`config.mk`:
```
export PLATFORM = sky130hd
export DESIGN_NAME = demux_sched
export DESIGN_NICKNAME = d
export VERILOG_FILES = /design/src/rtl/demux_pkg.sv /design/src/rtl/demux_np.sv /design/src/rtl/rr_pick.sv /design/src/rtl/demux_sched.sv
export SDC_FILE = /design/constraint.sdc
export NUM_CORES = 1
export LEC_CHECK = 0
export CELL_PAD_IN_SITES_DETAIL_PLACEMENT = 1
export CELL_PAD_IN_SITES_GLOBAL_PLACEMENT = 2
export CORE_MARGIN = 2
export CORE_UTILIZATION = 35
export DETAILED_ROUTE_END_ITERATION = 10
export DONT_BUFFER_PORTS = 1
export PLACE_DENSITY = 0.72
export SETUP_SLACK_MARGIN = 0.02
export SYNTH_ARGS = -nofsm -noshare
export SYNTH_HDL_FRONTEND = slang
export SYNTH_HIERARCHICAL = 1
export SYNTH_SLANG_ARGS = --single-unit
```
`constraint.sdc`:
```
create_clock -name i_clk -period 2.5 [get_ports i_clk]
set_clock_uncertainty 0.05 [all_clocks]
set_input_delay 0.25 -clock i_clk [delete_from_list [all_inputs] [get_ports i_clk]]
set_output_delay 0.25 -clock i_clk [all_outputs]
set_load 0.03 [all_outputs]
```
`src/rtl/demux_pkg.sv`:
```
// demux_pkg: shared defaults, selector width and distribution-mode encoding for demux_sched.
package demux_pkg;
    localparam int N_DEF = 4;
    localparam int D_DEF = 16;
    localparam int SELW = $clog2(N_DEF);
    typedef enum logic {MODE_ADDR = 1'b0, MODE_RR = 1'b1} rr_mode_e;
endpackage

```
`src/rtl/demux_np.sv`:
```
// demux_np: one-hot data steering of a single word onto N outputs, unselected outputs zero.
module demux_np #(
    parameter int N = 4,
    parameter int D = 16
) (
    input  logic [D-1:0] i_data,
    input  logic [N-1:0] i_sel,
    output logic [D-1:0] o_data [N]
);
    always_comb begin
        for (int k = 0; k < N; k++) o_data[k] = i_sel[k] ? i_data : '0;
    end
endmodule

```
`src/rtl/rr_pick.sv`:
```
// rr_pick: first free slot at or after the pointer, wrapping modulo N.
module rr_pick #(
    parameter int N = 4,
    parameter int SELW = 2
) (
    input  logic [N-1:0]    i_free,
    input  logic [SELW-1:0] i_ptr,
    output logic [SELW-1:0] o_idx,
    output logic            o_found
);
    always_comb begin
        o_idx = '0;
        o_found = 1'b0;
        for (int i = N - 1; i >= 0; i--) begin
            if (i_free[i_ptr + SELW'(i)]) begin
                o_idx = i_ptr + SELW'(i);
                o_found = 1'b1;
            end
        end
    end
endmodule

```
`src/rtl/demux_sched.sv`:
```
// demux_sched: single-word-per-channel demultiplexer with addressed or round-robin slot scheduling.
module demux_sched
    import demux_pkg::*;
#(
    parameter int N = N_DEF,
    parameter int D = D_DEF
) (
    input  logic                 i_clk,
    input  logic                 i_rst,
    input  logic                 i_valid,
    input  logic [D-1:0]         i_data,
    input  logic [$clog2(N)-1:0] i_dest,
    input  logic                 i_rr_mode,
    input  logic                 i_flush,
    output logic                 o_ready,
    output logic [N-1:0]         o_valid,
    output logic [D-1:0]         o_demux [N],
    input  logic [N-1:0]         i_ready,
    output logic [15:0]          o_count
);
    localparam int SW = $clog2(N);
    logic [N-1:0]    valid_q, valid_d, drain, free, sel;
    logic [D-1:0]    data_q [N];
    logic [D-1:0]    data_d [N];
    logic [D-1:0]    steer [N];
    logic [SW-1:0]   ptr_q, ptr_d, pick_idx, target;
    logic [15:0]     count_q, count_d;
    logic            pick_found, rr, accept;
    rr_pick #(.N(N), .SELW(SW)) u_pick (
        .i_free(free), .i_ptr(ptr_q), .o_idx(pick_idx), .o_found(pick_found)
    );
    demux_np #(.N(N), .D(D)) u_steer (.i_data(i_data), .i_sel(sel), .o_data(steer));
    always_comb begin
        rr = rr_mode_e'(i_rr_mode) == MODE_RR;
        drain = valid_q & i_ready;
        free = ~valid_q | drain;
        target = rr ? pick_idx : i_dest;
        o_ready = (rr ? pick_found : free[i_dest]) & ~i_flush & ~i_rst;
        accept = i_valid & o_ready;
        sel = accept ? N'(1) << target : '0;
        valid_d = i_flush ? '0 : (valid_q & ~drain) | sel;
        for (int k = 0; k < N; k++) data_d[k] = sel[k] ? steer[k] : data_q[k];
        ptr_d = (accept && rr) ? target + SW'(1) : ptr_q;
        count_d = count_q + 16'(accept);
    end
    always_ff @(posedge i_clk) begin
        if (i_rst) begin
            valid_q <= '0;
            ptr_q <= '0;
            count_q <= '0;
            for (int k = 0; k < N; k++) data_q[k] <= '0;
        end else begin
            valid_q <= valid_d;
            ptr_q <= ptr_d;
            count_q <= count_d;
            data_q <= data_d;
        end
    end
    assign o_valid = valid_q;
    assign o_demux = data_q;
    assign o_count = count_q;
endmodule

```
== Word level (Yosys, flattened, before mapping) ==
Index checks and enable logic that the tools add are counted.
Widths: inputs -> output; s select.
Operators by class
  $lt $le $gt $ge: 5
  bitwise gates (word level): 11
  shift-type cells: 1
  reductions and logical operators: 2
  mux-type cells: 21
  add/subtract/negate cells: 5
Operator list (number)
  $add 16x1->16: 1
  $lt 2x3->1 const B: 5
  $bmux 1 s2: 5
  $mux 1: 10
  $mux 2: 5
  $and 4x4->4: 2
  $not 4->4: 2
  $or 4x4->4: 2
  $add 2x1->2 const B: 2
  $add 2x2->2 const B: 2
  $mux 4: 1
  $shl 1x2->4 const A: 1
  $and 1x1->1: 3
  $not 1->1: 2
  $reduce_or 2->1: 1
  $logic_and 1x1->1: 1
Word-level totals
  register bits after elaboration: 86
  logic and storage cells: 52

== Logic depth before layout (Yosys ltp) ==
Gate-level depths: netlist of the first run.
  depth after elaboration: 14
  mapped depth: 14

== By module ==
The synthesis of the first run kept the hierarchy.
Modules (own cells, without submodules)
  demux_sched: instances 1, area each 3614.7 µm², cells each 328, seq. area each 1721.7 µm²
  demux_np: instances 1, area each 467.9 µm², cells each 68, seq. area each 0.0 µm²
  rr_pick: instances 1, area each 77.6 µm², cells each 13, seq. area each 0.0 µm²

== Worst setup path before layout of the first run ==
Ideal clock, no wire load.
  path type: register to register
  start: register valid_q[3] (netlist: o_valid[3])
  end: register data_q (netlist bit o_demux[22])
  data required time: 2.327 ns
  arrival: 2.643 ns
  path slack: -0.316 ns
  setup time: 0.123 ns
  period minus slack after synthesis: 2.816 ns
  cell stages (with the launch flop): 15
  path through: dfxtp_1 > nand2b_1 > nand2b_1 > a211oi_1 > nor2_1 > mux2i_1 > inv_1 > ha_1 > and4_1 > o21ai_4 > buf_6 > inv_1 > buf_6 > and2_1 > mux2_1
On the way
  elaborated cells on any way between the ends: 28
  classes of those cells: shift (1); mux (21); bitwise (6)
RTL lines
  start: declaration: RTL line demux_sched.sv:22  | logic [N-1:0] valid_q, valid_d, drain, free, sel;
  start signal: assignment: RTL line demux_sched.sv:53  | valid_q <= valid_d;
  $and 4x4->4 or $not 4->4 (tied branches): RTL line demux_sched.sv:35, demux_sched.sv:36
  $or 4x4->4 *: RTL line demux_sched.sv:36  | free = ~valid_q | drain;
  via free[3]: RTL line demux_sched.sv:22
  $bmux 1 s2: RTL line rr_pick.sv:15  | if (i_free[i_ptr + SELW'(i)]) begin
  $mux 1 (not written as such): RTL line rr_pick.sv:15
  $mux 2 (3 in a row): RTL line rr_pick.sv:15
  $mux 2 *: RTL line rr_pick.sv:15
  via pick_idx[1]: RTL line demux_sched.sv:26  | logic [SW-1:0] ptr_q, ptr_d, pick_idx, target;
  $mux 2 *: RTL line demux_sched.sv:37  | target = rr ? pick_idx : i_dest;
  $shl 1x2->4 *: RTL line demux_sched.sv:40  | sel = accept ? N'(1) << target : '0;
  $mux 4 *: RTL line demux_sched.sv:40
  via sel[2]: RTL line demux_sched.sv:22
  end signal: assignment: RTL line demux_sched.sv:56  | data_q <= data_d;
  end: declaration: RTL line demux_sched.sv:23  | logic [D-1:0] data_q [N];
Mark *: on every way through the listed nets, which the timed path passes. The rest lies on a longest branch. The select of a mux whose other input is x is not followed.
A chain may end at the register's enable or synchronous reset.

== Worst setup path in the final report of the first run ==
  start: register valid_q[3] (netlist: o_valid[3])
  end: register data_q (netlist bit o_demux[19])
The elaborated chain is that of the path after synthesis.

==> results of run 1 <==
## synth_stat cells (all sizes together), types with 6 or more instances
| master | number |
|---|---|
| mux2 | 66 |
| nand2b | 7 |
| and2 | 64 |
| nor2b | 67 |
| clkbuf | 9 |
| dfxtp | 86 |
| nand3 | 8 |
| nand2 | 7 |
| o21ai | 6 |
| buf | 9 |
| nor2 | 21 |
| inv | 7 |
| xor2 | 6 |
| ha | 6 |
| a21oi | 8 |
## power by group through the flow
stage               registers (W)  logic [W]  clock network [W]
global route              0.00138   0.000109            0.00138
global placement          0.00141  0.0000689                  0
floorplan                 0.00141  0.0000753                  0
CTS                       0.00138  0.0000858            0.00133
finish                    0.00138  0.0000999            0.00128
detailed placement        0.00141  0.0000712                  0
## state kept, by name, indices dropped and copies added (netlist names)
name,flops
o_demux,64
o_count,16
o_valid,4
ptr_q,2
## kinds of logic after synthesis
| group | count (synthesis) |
|---|---|
| AOI/OAI and AO/OA | 17 |
| xor gates and xnor gates | 10 |
| adders and majority gates | 6 |
| buffers and inverters | 25 |
| DFF | 86 |
| muxes | 71 |
| and+or+nand+nor | 194 |
## worst register-to-register path, cell delays in order, from the launching register on
cell and delay [ns]:
dfxtp_4 0.35, nand2b_4 0.08, nand2b_4 0.15, a211oi_2 0.19
nor2_1 0.08, mux2i_2 0.24, inv_1 0.11, ha_2 0.18
and4_1 0.17, o21ai_4 0.11, inv_4 0.12, and2_2 0.21
mux2_1 0.28
## how the worst max path moves through the flow
stage                    start     endpoint  cells after the start
finish              o_valid[3]  o_demux[19]                     12
global route        o_valid[3]  o_demux[18]                     12
CTS                 o_valid[1]  o_demux[62]                     12
detailed placement  i_ready[1]  o_demux[62]                     12
global placement    i_ready[1]  o_demux[62]                     12
floorplan           o_valid[3]  o_demux[22]                     14
## cell type report
class,count,area (sq um)
Inverter,7,41.3
Clock inverter,3,18.8
Multi-Input combinational cell,298,2570
Timing Repair inverter,2,13.8
Clock buffer,13,260
Fill cell,1296,6370
Tap cell,143,179
Timing Repair Buffer,40,322
Sequential cell,86,1740
## stage by stage
stage               util, %  total power (W)  TNS, ns  area [sq um]  hold WS (ns)
floorplan                 -          0.00149        0          4220         0.389
global placement       39.0          0.00148   -0.909          4490         0.280
detailed placement     39.0          0.00148    -7.48          4490         0.284
CTS                    42.4          0.00280        0          4890        0.0572
global route           44.7          0.00287   -0.173          5140        0.0704
finish                 44.7          0.00276        0          5140        0.0756
## routing by layer
metal / up-vias / part of all wire (%) / track usage (%) / routed length (um)
met5: - / 0 / 0 / 0
met4: 0 / 1.6 / 7.07 / 180
met3: 12 / 8.9 / 8.36 / 1000
met2: 80 / 46 / 27.5 / 5140
met1: 1419 / 44 / 20.9 / 4920
li1: 1424 / - / - / -
## timing repair
item / 4_1_cts / 5_1_grt
pin swaps: 1 / 27
gates resized for setup: 18 / 62
hold buffers: 1 / 0
buffers inserted: 5 / 5
setup endpoints to repair: 70 / 72
gates cloned: 1 / 1
hold endpoints to repair: 17 / 0
==> flow_summary.ini, run 1 <==
[global_routing]
grt_max_degree = 70
antenna_found_initial = 0
grt_pass1_vias = 3079
overflow = 0
grt_first_pass_wirelength_um = 17000
grtUsageTotal_pct = 17.6

[sta]
period_minus_slack_ns = 2.42
clock.fmax_mhz = 413
min_period_over_period_pct = 96.8
slew_headroom_pct = 49.3
hold_viol = 0
slew_violations = 0
fin_ws_ns = 0.0795
tightestPinTransition_ns = 0.757
rsz0062_at_grt = yes
setup_viol = 0

[critical_path]
worstSetupStartpointType = flip-flop
critPathMaxStageDelay_ns = 0.35
reg2regPathDepth = 12
rr_endpoint = o_demux[19]
crit_path_frequent_cell = nand2b_4
setup.worst_path.class = reg -> reg
end_kind = flip-flop
r2r-start = o_valid[3]
critical_path_buf_inv_count = 2
cp_cell_sequence = nand2b_4 -> nand2b_4 -> a211oi_2 -> nor2_1 -> mux2i_2 -> inv_1 -> ha_2 -> and4_1 -> o21ai_4 -> inv_4 -> and2_2 -> mux2_1
critPathArrivalTime_ns = 2.60
critPathTopFamily = simple AND/OR/NAND/NOR gates
r2r_slack_ns = 0.08
slowest_stage = dfxtp_4
required_ns = 2.68
path_max_fanout = 16

[placement]
hpwl_um = 7440
dp_worst_setup_slack_ns = -0.204
dp.cells = 564
gp_congestion = 0.741
portBuffers = 0

[layout]
nNetsFinal = 477
drive_gt1_share_pct = 36.3
diodes = 0
final_common_cell = dfxtp_1
final_cell_mix = dfxtp_1 (80), nor2b_1 (67), mux2_1 (42)
syn2layout_area_growth_pct = 23.7
layout.cells.non_filler = 592

[logic_synthesis]
muxShareOfSynthArea_pct = 19.4
syn_area_sq_mm = 0.00416
synth-seq-cells = 86
synth-seq-area-share_pct = 41.4
synth_compound_area_share_pct = 3.43
synthFlopType = dfxtp_1
synth.yosys.warnings = 6
synthSimpleGateAreaFrac_pct = 28.2
synth_cells = 409
synth_top_cell_area_share_pct = 41.4
synth_fa_ha_area_share_pct = 1.80
yosys.area.top_type = dfxtp_1
synth_nets = 442
synthDistinctLibCells = 33
synth_enable_flop_cells = 0
synth_top_family_by_area = simple AND/OR/NAND/NOR gates
async_flop_share_pct = 0
synthXorXnorAreaFrac_pct = 2.11
avgSynthCellArea_sq_um = 10.2
ys_top_cells_by_area = dfxtp_1 (41%), mux2_1 (16%), nor2b_1 (10%)

[power_and_ir_drop]
p_switching_w = 0.000610
p_seq_share_pct = 50.1
p_int_w = 0.00215
switching_share_pct = 22.1
vdd_drop_max_mv = 0.316
p_per_area_mw_per_mm2 = 536
clockPowerShare_pct = 46.3
leakage_nw = 2.21
pwr-share-comb_pct = 3.6

[clock_tree]
clkTransAtPathRegs_ns = 0.06
cts.root.buffer_cell = clkbuf_16
htree_levels = 3
cts.sinks = 86
worstSkewPairLatency_ns = 0.35
cts_tree = done
cts.path.max_buffers = 2
cts_made_buffers = 9

[die]
dieArea_sq_mm = 0.0128
fp-row-count = 39
ioPinCount = 112
die_height_um = 113
start_util_pct = 36.1
die_w_um = 113
core_region_area_sq_mm = 0.0115

[routing]
vias_per_cell = 4.96
final_antenna_net_count = 0
initialDrtViolationCount = 77
routed_wl_um = 11200
drc = 8
drt-pass1-iter-count = 7
dr_total_vias = 2935
wire_per_inst_um = 19.0

[worst_hold_path]
min_to = o_demux[44]
hold_start = i_data[12]
hold_path_class = in -> reg
hold_path_depth = 2

[job]
drv_cap = 0

[outcome]
outcome = finished, violations left
violations = DRC
Note: power is estimated with default switching activity, not from simulation.
==> run 2, diff against run 1 <==
- RECOVER_POWER: not set -> 25
==> flow_summary.ini, run 2 (same netlist as run 1, synthesis figures left out) <==
[job]
drv_cap = 0

[sta]
min_period_over_period_pct = 96.8
slew_headroom_pct = 50.2
setup_tns_ns = 0
setup_viol = 0
clock.fmax_mhz = 413
rsz0062_at_grt = yes
fin_ws_ns = 0.0796
hold_viol = 0
slew_violations = 0
tightestPinTransition_ns = 0.745
period_minus_slack_ns = 2.42

[routing]
final_antenna_net_count = 0
drt-pass1-iter-count = 7
drc = 8
vias_per_cell = 4.97
routed_wl_um = 11200
wire_per_inst_um = 19.0
dr_total_vias = 2942
initialDrtViolationCount = 75

[layout]
nNetsFinal = 477
layout.cells.non_filler = 592
final_cell_mix = dfxtp_1 (80), nor2b_1 (67), mux2_1 (42)
diodes = 0
final_common_cell = dfxtp_1
syn2layout_area_growth_pct = 23.1
design_area_sq_mm = 0.00512
largest_register_ffs = 64
fin_util_pct = 44.5
drive_gt1_share_pct = 35.0

[power_and_ir_drop]
clockPowerShare_pct = 46.3
switching_share_pct = 22.1
p_seq_share_pct = 50.1
vdd_drop_max_mv = 0.316
leakage_nw = 2.18
p_int_w = 0.00215
p_per_area_mw_per_mm2 = 538
pwr-share-comb_pct = 3.6
p_switching_w = 0.000610

[critical_path]
cp_cell_sequence = nand2b_4 -> nand2b_4 -> a211oi_2 -> nor2_1 -> mux2i_2 -> inv_1 -> ha_2 -> and4_1 -> o21ai_4 -> inv_4 -> and2_2 -> mux2_1
required_ns = 2.68
worstSetupStartpointType = flip-flop
critPathMaxStageDelay_ns = 0.35
slowest_stage = dfxtp_4
critPathTopFamily = simple AND/OR/NAND/NOR gates
path_max_fanout = 16
setup.worst_path.class = reg -> reg
critical_path_buf_inv_count = 2
critPathArrivalTime_ns = 2.60
end_kind = flip-flop
crit_path_frequent_cell = nand2b_4

[clock_tree]
cts.path.max_buffers = 2
worstSkewPairLatency_ns = 0.35
htree_levels = 3
clkTransAtPathRegs_ns = 0.06
cts.root.buffer_cell = clkbuf_16
cts_made_buffers = 9
cts_tree = done
cts.sinks = 86

[global_routing]
antenna_found_initial = 0
grtUsageTotal_pct = 17.6
grt_max_degree = 70
overflow = 0
grt_pass1_vias = 3079
grt_first_pass_wirelength_um = 17000

[placement]
hpwl_um = 7440
gp_congestion = 0.741
dp_worst_setup_slack_ns = -0.204
portBuffers = 0
dpl_cell_area_sq_mm = 0.00449
dp.cells = 564

[die]
ioPinCount = 112
die_height_um = 113
dieArea_sq_mm = 0.0128
start_util_pct = 36.1
die_w_um = 113
core_region_area_sq_mm = 0.0115
fp-row-count = 39

[outcome]
violations = DRC
outcome = finished, violations left

[worst_hold_path]
hold_path_class = in -> reg
## run 2: worst reg2reg max path: stages, from the launching register on
cell and delay, ns:
dfxtp_4 0.35, nand2b_4 0.08, nand2b_4 0.15, a211oi_2 0.19
nor2_1 0.08, mux2i_2 0.24, inv_1 0.11, ha_2 0.18
and4_1 0.17, o21ai_4 0.11, inv_4 0.12, and2_2 0.21
mux2_1 0.28
## run 2: per-stage QoR
stage / power, W / hold WS, ns
6_report: 0.00276 / 0.0756
3_3_place_gp: 0.00148 / 0.280
3_5_place_dp: 0.00148 / 0.284
4_1_cts: 0.00280 / 0.0572
2_1_floorplan: 0.00149 / 0.389
5_1_grt: 0.00287 / 0.0704
## run 2: final timing paths
kind / start / to / slack (ns) / depth (start not counted)
worst min register to register: o_valid[3] / o_valid[3] / 0.50 / 2
worst min-delay path: i_data[12] / o_demux[44] / 0.08 / 2
worst max register to register: o_valid[3] / o_demux[19] / 0.08 / 12
worst max-delay path: o_valid[3] / o_demux[19] / 0.08 / 12
## run 2: repair_timing
action / in CTS / in global routing
endpoints found under the hold margin: 17 / 0
endpoints found under the setup margin: 70 / 72
setup buffers: 5 / 5
cloned: 1 / 1
hold buffers: 1 / 0
pin swaps: 1 / 27
resized for setup: 18 / 62
## run 2: cell type report
cell class                 instances  area [sq um]
clock buffer                      13           260
inverter                           7          41.3
multi-input combinational        298          2570
fill                            1302          6390
tap                              143           179
sequential                        86          1740
timing repair inverter             2          13.8
timing repair buffer              40           299
clock inverter                     3          18.8
## run 2: power by group through the flow
stage               Sequential (W)  Clock (W)  Combinational [W]
finish                     0.00138    0.00128          0.0000995
global route               0.00138    0.00138           0.000108
CTS                        0.00138    0.00133          0.0000858
detailed placement         0.00141          0          0.0000712
global placement           0.00141          0          0.0000689
floorplan                  0.00141          0          0.0000753
## run 2: per-layer routing
layer	track usage (%)	routed length, um
met1	20.9	4910
met2	27.5	5140
met3	8.36	1000
met4	7.07	180
met5	0	0
